### src/rtl/clk_div_pkg.sv
// Shared defaults and types for the clk_div controller.
// Channel count, divisor width, channel config record.
package clk_div_pkg;
  localparam int NCH_DEF = 4;
  localparam int CW_DEF  = 17;
  localparam int CHW     = $clog2(NCH_DEF);

  typedef struct packed {
    logic              en;
    logic [CW_DEF-1:0] div;
  } chan_cfg_t;
endpackage

### src/rtl/clk_div_if.sv
// Config request port: valid/ready handshake carrying ch, div, en.
// master = requester, slave = clk_div_ctrl.
interface clk_div_if import clk_div_pkg::*; #(
  parameter int NCH = NCH_DEF,
  parameter int CW  = CW_DEF
);
  logic                   valid;
  logic                   ready;
  logic [$clog2(NCH)-1:0] ch;
  logic [CW-1:0]          div;
  logic                   en;

  modport master (
    output valid, ch, div, en,
    input  ready
  );
  modport slave (
    input  valid, ch, div, en,
    output ready
  );
endinterface

### src/rtl/clk_div_chan.sv
// One divider channel: counter, active/shadow cfg, pending, apply.
// Ports: clk, rst, wr/wr_en/wr_div in; clk_out, tick, run, pend out.
module clk_div_chan #(
  parameter int CW = 17
) (
  input  logic          clk,
  input  logic          rst,
  input  logic          wr,
  input  logic          wr_en,
  input  logic [CW-1:0] wr_div,
  output logic          clk_out,
  output logic          tick,
  output logic          run,
  output logic          pend
);
  logic [CW-1:0] cnt_q, cnt_d;
  logic [CW-1:0] div_q, div_d;
  logic [CW-1:0] sdiv_q, sdiv_d;
  logic          en_q, en_d;
  logic          sen_q, sen_d;
  logic          pend_q, pend_d;
  logic          clk_q, clk_d;
  logic          tick_q, tick_d;
  logic          term;

  assign term = en_q && (cnt_q == div_q);

  always_comb begin
    cnt_d  = cnt_q;
    div_d  = div_q;
    sdiv_d = sdiv_q;
    en_d   = en_q;
    sen_d  = sen_q;
    pend_d = pend_q;
    clk_d  = clk_q;
    tick_d = 1'b0;
    // wr never coincides with pend_q: ready is low while pending
    if (wr) begin
      sdiv_d = wr_div;
      sen_d  = wr_en;
      pend_d = 1'b1;
    end
    unique case (1'b1)
      !en_q: begin
        cnt_d = '0;
        clk_d = 1'b0;
        if (pend_q) begin
          en_d   = sen_q;
          div_d  = sdiv_q;
          pend_d = 1'b0;
        end
      end
      term: begin
        cnt_d  = '0;
        clk_d  = ~clk_q;
        tick_d = 1'b1;
        if (pend_q) begin
          en_d   = sen_q;
          div_d  = sdiv_q;
          pend_d = 1'b0;
          // stopping: only a high clock gets its final fall
          if (!sen_q) begin
            clk_d  = 1'b0;
            tick_d = clk_q;
          end
        end
      end
      default: cnt_d = cnt_q + 1'b1;
    endcase
  end

  always_ff @(posedge clk or posedge rst) begin
    if (rst) begin
      cnt_q  <= '0;
      div_q  <= '0;
      sdiv_q <= '0;
      en_q   <= 1'b0;
      sen_q  <= 1'b0;
      pend_q <= 1'b0;
      clk_q  <= 1'b0;
      tick_q <= 1'b0;
    end else begin
      cnt_q  <= cnt_d;
      div_q  <= div_d;
      sdiv_q <= sdiv_d;
      en_q   <= en_d;
      sen_q  <= sen_d;
      pend_q <= pend_d;
      clk_q  <= clk_d;
      tick_q <= tick_d;
    end
  end

  assign clk_out = clk_q;
  assign tick    = tick_q;
  assign run     = en_q;
  assign pend    = pend_q;
endmodule

### src/rtl/clk_div_ctrl.sv
// Multi-channel clock divider: cfg port, NCH clk_div_chan instances.
// Ports: clk_in, rst, cfg (slave), clk_out, tick; run/pend if CLKDIV_STATUS_EN.
module clk_div_ctrl import clk_div_pkg::*; #(
  parameter int NCH = NCH_DEF,
  parameter int CW  = CW_DEF
) (
  input  logic           clk_in,
  input  logic           rst,
  clk_div_if.slave       cfg,
  output logic [NCH-1:0] clk_out,
  output logic [NCH-1:0] tick
`ifdef CLKDIV_STATUS_EN
  ,
  output logic [NCH-1:0] run,
  output logic [NCH-1:0] pend
`endif
);
  localparam int CHB = $clog2(NCH);

  logic [NCH-1:0] pend_w;
  logic [NCH-1:0] run_w;
  logic [NCH-1:0] wr;
  logic           hit;

  // out-of-range channels are accepted and dropped
  assign hit = int'(cfg.ch) < NCH;
  assign cfg.ready = hit ? ~pend_w[cfg.ch] : 1'b1;

  for (genvar i = 0; i < NCH; i++) begin : g_ch
    assign wr[i] = cfg.valid & cfg.ready
                 & (cfg.ch == CHB'(i));
    clk_div_chan #(.CW(CW)) u_chan (
      .clk     (clk_in),
      .rst     (rst),
      .wr      (wr[i]),
      .wr_en   (cfg.en),
      .wr_div  (cfg.div),
      .clk_out (clk_out[i]),
      .tick    (tick[i]),
      .run     (run_w[i]),
      .pend    (pend_w[i])
    );
  end

`ifdef CLKDIV_STATUS_EN
  assign run  = run_w;
  assign pend = pend_w;
`else
  logic unused_run;
  assign unused_run = ^run_w;
`endif
endmodule

### src/flat_wrapper.sv
// flat-port wrapper written by rule: the top's interface ports become plain ports
module clk_div_ctrl_flat import clk_div_pkg::*;
#(
  parameter int NCH = NCH_DEF,
  parameter int CW  = CW_DEF
)
  (clk_in, rst, clk_out, tick, cfg_valid, cfg_ch, cfg_div, cfg_en, cfg_ready);
  clk_div_if #(.NCH(NCH), .CW(CW)) cfg_i ();
  input  logic clk_in;
  input  logic rst;
  output logic [NCH-1:0] clk_out;
  output logic [NCH-1:0] tick;
  input wire logic [$bits(cfg_i.valid)-1:0] cfg_valid;
  input wire logic [$bits(cfg_i.ch)-1:0] cfg_ch;
  input wire logic [$bits(cfg_i.div)-1:0] cfg_div;
  input wire logic [$bits(cfg_i.en)-1:0] cfg_en;
  output wire logic [$bits(cfg_i.ready)-1:0] cfg_ready;
  assign cfg_i.valid = cfg_valid;
  assign cfg_i.ch = cfg_ch;
  assign cfg_i.div = cfg_div;
  assign cfg_i.en = cfg_en;
  assign cfg_ready = cfg_i.ready;
  clk_div_ctrl #(.NCH(NCH), .CW(CW)) u_core (.clk_in(clk_in), .rst(rst), .cfg(cfg_i), .clk_out(clk_out), .tick(tick));
endmodule
### config.mk
export PLATFORM = sky130hd
export DESIGN_NAME = clk_div_ctrl_flat
export DESIGN_NICKNAME = d
export VERILOG_FILES = /design/src/rtl/clk_div_pkg.sv /design/src/rtl/clk_div_if.sv /design/src/rtl/clk_div_chan.sv /design/src/rtl/clk_div_ctrl.sv /design/src/flat_wrapper.sv
export SDC_FILE = /design/constraint.sdc
export NUM_CORES = 1
export LEC_CHECK = 0
export ABC_CLOCK_PERIOD_IN_PS = 2900
export CORE_ASPECT_RATIO = 1.25
export CORE_MARGIN = 8
export CORE_UTILIZATION = 41
export DETAILED_ROUTE_END_ITERATION = 16
export PLACE_DENSITY = 0.54
export RECOVER_POWER = 100
export SYNTH_ARGS = -nofsm -noshare
export SYNTH_HDL_FRONTEND = slang
export SYNTH_HIERARCHICAL = 1
export SYNTH_SLANG_ARGS = --single-unit
### constraint.sdc
create_clock -name clk_in -period 2.9 [get_ports clk_in]
set_input_delay 0.87 -clock clk_in [delete_from_list [all_inputs] [get_ports clk_in]]
set_output_delay 0.87 -clock clk_in [all_outputs]
set_load 0.01 [all_outputs]
==> results of run 1 <==
## cell usage after synthesis
library cell	instances	area (um2)
xor2_1	32	280
nor2_1	88	330
and2_1	8	50.1
or2_1	4	25.0
nand2b_1	4	25.0
buf_4	8	60.1
buf_2	28	140
nor4_1	4	25.0
xnor2_2	4	65.1
xnor2_1	92	806
dfrtp_1	224	5610
mux4_2	1	22.5
nor3_1	5	25.0
o21ai_0	68	340
nor4b_1	1	8.76
inv_1	77	289
nor2_2	4	25.0
nand3b_1	64	480
nor3_4	4	65.1
buf_1	8	30.0
and4bb_2	1	12.5
nand2_1	97	364
nand4_1	92	576
nand3_1	36	180
ha_1	4	50.1
nor3b_1	1	7.51
a21bo_1	4	40.0
and3_1	8	50.1
a31oi_1	60	375
mux2_2	72	811
clkbuf_1	40	150
o211ai_1	68	510
mux2i_1	8	80.1
a222oi_1	8	80.1
buf_6	4	45.0
## registers in the layout, indices dropped and copies added, names as in the netlist
name	cells
u_core/g_ch.u_chan/tick	4
u_core/g_ch.u_chan/sdiv_q	68
u_core/g_ch.u_chan/clk_out	4
u_core/g_ch.u_chan/pend	4
u_core/g_ch.u_chan/div_q	68
u_core/g_ch.u_chan/cnt_q	68
u_core/g_ch.u_chan/run	4
u_core/g_ch.u_chan/sen_q	4
## worst max-delay path by stage
| stage | startpoint | to | cells after the start |
|---|---|---|---|
| 4_1_cts | cfg_ch[0] | cfg_ready | 4 |
| 3_5_place_dp | cfg_ch[0] | cfg_ready | 4 |
| 3_3_place_gp | cfg_ch[0] | cfg_ready | 4 |
| 6_report | cfg_ch[0] | cfg_ready | 4 |
| 2_1_floorplan | cfg_ch[0] | cfg_ready | 2 |
| 5_1_grt | cfg_ch[0] | cfg_ready | 4 |
## worst max-delay path, cell delays in order
cell and delay, ns:
clkbuf_2 0.13, mux4_2 0.49, inv_1 0.15, clkdlybuf4s15_2 0.25
## timing repair
item,CTS,global route
setup endpoints to repair,1,1
gates resized for setup,6,2
buffers inserted,0,0
## report_power, final
| part | switching [W] | internal (W) |
|---|---|---|
| sequential | 0.000759 | 0.00388 |
| clock | 0.00129 | 0.00196 |
| combinational | 0.00107 | 0.00102 |
## cell type report
class	instances	area, um2	area share (%)
clock buffers	32	702	5.24
clock inverters	11	134	0.999
inverters	77	289	2.16
multi-input cells	842	5670	42.3
flip-flops and latches	224	5610	41.8
well taps	396	495	3.70
repair buffers	62	500	3.74
## routing by layer
layer	part of all wire (%)	wire [um]	up-vias	GRT usage, %
met5	0	0	-	0
met4	1.9	561	0	4.59
met3	2.7	785	37	1.81
met2	49	14200	127	27.3
met1	47	13600	4456	23.3
li1	-	-	4352	-
## kinds of logic after synthesis
family / count (synthesis) / synth area share [%]
and+or+nand+nor: 421 / 18.7
adders and majority gates: 4 / 0.416
AOI/OAI and AO/OA: 208 / 11.2
muxes: 81 / 7.59
DFF: 224 / 46.6
xor gates and xnor gates: 128 / 9.57
buffers and inverters: 165 / 5.94
## per-stage QoR
stage / setup slack [ns] / hold WS (ns) / utilization [%] / instance area [um2]
after floorplan: 0.599 / 0.477 / - / 12000
after CTS: 0.0169 / 0.523 / 46.7 / 13600
final: 0.146 / 0.517 / 46.1 / 13400
after global placement: -0.629 / 0.497 / 43.8 / 12700
after detailed placement: -0.612 / 0.510 / 43.8 / 12700
after global routing: 0.0878 / 0.554 / 46.1 / 13400
==> results.yml, run 1 <==
sta:
  worst_pin_slew_ns: 1.46
  fin_crit_ns: 2.75
  setup_tns_ns: 0
  hold_viol_final: 0
  skew_ns: 0.00810
  timing.fmax_mhz: 363
  slew_headroom_pct: 2.47
  fin_crit_sh_pct: 94.9
  slew_viol_final: 0
  setup_viol: 0
  rsz0062_at_grt: "false"
clock_network:
  htreeDepth: 1
  cts_hold_buf: 0
  cts_buffers: 25
  path_clk_slew_ns: 0.05
  cts_sinks: 224
  clock_tree.buffer_depth: 3
  clk_latency_ns: 0.53
  cts_tree: "done"
  root_buffer: "clkbuf_16"
job:
  maxCapViolCount: 0
finish:
  instances_no_fill: 1644
  final_layout_size_suffix_gt1_share_pct: 12.2
  antenna_cells: 0
  nFillCells: 2812
  final_common_cell: "dfrtp_1"
  layout_common_cells: "224 x dfrtp_1, 97 x nand2_1, 93 x xnor2_1, 92 x nand4_1, 88 x nor2_1"
  nets: 1259
  syn_to_final_growth_pct: 11.3
power:
  powerDensity_nw_per_um2: 746
  power_w: 0.00999
  power_leakage_nw: 5.97
  ir_drop_mv: 0.441
synthesis:
  synth-seq-cells: 224
  avgSynthCellArea_um2: 9.77
  netlist_instances: 1231
  yosys.cell_types.count: 35
  syn_nets: 1258
  synth_area_um2: 12000
  seq_area_frac_synth_pct: 46.6
  ys_warn_count: 6
global_routing:
  grt-ovfl-total: 0
  grt_antenna_before_repair: 0
  grt_max_degree: 57
  grt_pass1_wl_um: 48100
  groute.usage.overall_pct: 16.8
  first_global_vias: 8581
route:
  drc: 0
  via_per_inst: 5.46
  wl_per_cell_um: 17.7
  wl_um: 29200
  ant_nets: 0
  dr.pass1.iters: 7
  vias: 8972
  drt_iter0_drc: 560
worst_hold_path:
  hp-class: "reg2reg"
  min_from: "u_core/g_ch[1].u_chan/sen_q"
  min_to: "u_core/g_ch[1].u_chan/run"
  worst_hold_path.num_cells: 2
floorplan:
  dieArea_um2: 35100
  std_cell_rows: 70
  core_area_um2: 29100
  io_pins: 32
  die_x_um: 169
  die_y_um: 208
  floorplan.initialDensity_pct: 41.4
worst_setup_path:
  timing.rr.start: "u_core/g_ch[0].u_chan/div_q[8]"
  cp.arrival_ns: 1.88
  critical_path_class: "in2out"
  end_kind: "primary output"
  r2r_slack_ns: 0.40
  worst_setup_path_start_kind: "input port"
  reg2reg_to: "u_core/g_ch[0].u_chan/cnt_q[10]"
  required_ns: 2.03
  crit_fanout: 2
  r2r_cells: 7
run_status:
  status: "complete, no violations"
placed_design:
  post-place-cells: 1601
  hpwlAfterDp_um: 18800
  place_congestion: 0.797
  numPortBuffers: 31
(Power assumes the default switching activity.)
==> inputs of run 2 (changes only) <==
Settings changed: RECOVER_POWER 100 to default.
==> results.yml, run 2 (synthesis gave the netlist of run 1 again) <==
worst_setup_path:
  crit_fanout: 2
  crit_slowest_cell: "mux4_2"
  worst_setup_path_start_kind: "input port"
  required_ns: 2.03
  end_kind: "primary output"
  r2r_slack_ns: 0.90
  worstPathCellList: "clkbuf_2 > mux4_2 > inv_2 > clkdlybuf4s15_2"
  timing.rr.start: "u_core/g_ch[3].u_chan/div_q[5]"
  reg2reg_to: "u_core/g_ch[3].u_chan/div_q[2]"
  endpoint: "cfg_ready"
  cpPeakStageDelay_ns: 0.51
  cp.arrival_ns: 1.84
  r2r_cells: 5
  critical_path_class: "in2out"
  crit_start: "cfg_ch[0]"
sta:
  skew_ns: 0.00769
  slew_headroom_pct: 49.3
  setup_viol: 0
  rsz0062_at_grt: "false"
  slew_viol_final: 0
  holdWs_ns: 0.519
  timing.fmax_mhz: 369
  hold_viol_final: 0
  fin_crit_sh_pct: 93.4
  fin_crit_ns: 2.71
  worst_pin_slew_ns: 0.761
clock_network:
  cts_hold_buf: 0
  path_clk_slew_ns: 0.05
  htreeDepth: 1
  root_buffer: "clkbuf_16"
  clock_tree.buffer_depth: 3
  clk_latency_ns: 0.53
  cts-resized-gates: 6
  cts_tree: "done"
  post_cts_buffers: 0
  cts_buffers: 25
  cts_sinks: 224
global_routing:
  first_global_vias: 8581
  groute.usage.overall_pct: 16.8
  grt_pass1_wl_um: 48100
  grt_max_degree: 57
  grt-ovfl-total: 0
  grt_antenna_before_repair: 0
finish:
  syn_to_final_growth_pct: 12.8
  nFillCells: 2791
  final_common_cell: "dfrtp_1"
  antenna_cells: 0
  reg_top3: "u_core/g_ch.u_chan/cnt_q x68, u_core/g_ch.u_chan/div_q x68, u_core/g_ch.u_chan/sdiv_q x68"
  nets: 1259
  final_layout_size_suffix_gt1_share_pct: 13.5
  layout_common_cells: "224 x dfrtp_1, 97 x nand2_1, 92 x xnor2_1, 92 x nand4_1, 88 x nor2_1"
  instances_no_fill: 1644
floorplan:
  die_x_um: 169
  die_y_um: 208
  core_area_um2: 29100
  floorplan.initialDensity_pct: 41.4
  io_pins: 32
  dieArea_um2: 35100
  std_cell_rows: 70
route:
  wl_per_cell_um: 17.7
  wl_um: 29100
  drc: 0
  drt_iter0_drc: 607
  vias: 8963
  via_per_inst: 5.45
  dr.pass1.iters: 5
  ant_nets: 0
job:
  maxCapViolCount: 0
power:
  power_w: 0.0100
  powerDensity_nw_per_um2: 738
  ir_drop_mv: 0.441
  power_leakage_nw: 6.06
placed_design:
  place_congestion: 0.797
  hpwlAfterDp_um: 18800
  post-place-cells: 1601
  numPortBuffers: 31
run_status:
  status: "complete, no violations"
worst_hold_path:
  hp-class: "reg2reg"
[run 2: cell types whose count changed in the layout (fill, tap and decap cells not counted), moves of 4 or more]
| cell | delta |
|---|---|
| buf_4 | +7 |
| clkbuf_2 | -9 |
| clkbuf_1 | -4 |
| dlygate4sd3_1 | -10 |
| inv_2 | +5 |
| nor3_1 | -4 |
| clkdlybuf4s50_1 | +10 |
| buf_12 | +6 |
| clkinv_1 | -4 |
[run 2: cell type report]
class / instances / area (um2) / share of cell area [%]
Clock buffer: 32 / 702 / 5.17
Sequential cell: 224 / 5610 / 41.3
Multi-Input combinational cell: 842 / 5730 / 42.2
Timing Repair Buffer: 62 / 613 / 4.52
Clock inverter: 11 / 134 / 0.987
Tap cell: 396 / 495 / 3.65
Inverter: 77 / 289 / 2.13
[run 2: where the power goes]
group	switching [W]	internal (W)	total [W]	leakage [nW]
clock	0.00129	0.00196	0.00326	0.420
sequential	0.000755	0.00388	0.00463	2.54
combinational	0.00108	0.00104	0.00212	3.10
[run 2: how the worst min path moves through the flow]
| stage | start | to | slack [ns] | cells past startpoint |
|---|---|---|---|---|
| after floorplan | u_core/g_ch[0].u_chan/sen_q | u_core/g_ch[0].u_chan/run | 0.48 | 2 |
| after global placement | u_core/g_ch[2].u_chan/sen_q | u_core/g_ch[2].u_chan/run | 0.50 | 2 |
| after detailed placement | u_core/g_ch[1].u_chan/sen_q | u_core/g_ch[1].u_chan/run | 0.51 | 2 |
| after CTS | u_core/g_ch[1].u_chan/sen_q | u_core/g_ch[1].u_chan/run | 0.52 | 2 |
| after global routing | u_core/g_ch[1].u_chan/sen_q | u_core/g_ch[1].u_chan/sen_q | 0.55 | 1 |
| final | u_core/g_ch[1].u_chan/sen_q | u_core/g_ch[1].u_chan/run | 0.52 | 2 |
[run 2: metrics by stage]
stage	area [um2]	setup TNS [ns]	setup WS [ns]	util, %
6_report	13600	0	0.191	46.7
5_1_grt	13600	0	0.144	46.7
4_1_cts	13600	0	0.0169	46.7
3_5_place_dp	12700	-0.612	-0.612	43.8
3_3_place_gp	12700	-0.629	-0.629	43.8
2_1_floorplan	12000	0	0.599	-
[run 2: worst max-delay path, delay by kind of cell]
kind / cells / cell delay [ns]
multiplexers: 1 / 0.51
buffers and inverters: 3 / 0.46
[run 2: metal layers]
metal	track usage [%]	part of all wire, %	vias to the layer above
met5	0	0	-
met2	27.3	48	131
met4	4.59	1.9	0
li1	-	-	4358
met1	23.3	47	4438
met3	1.81	2.9	36
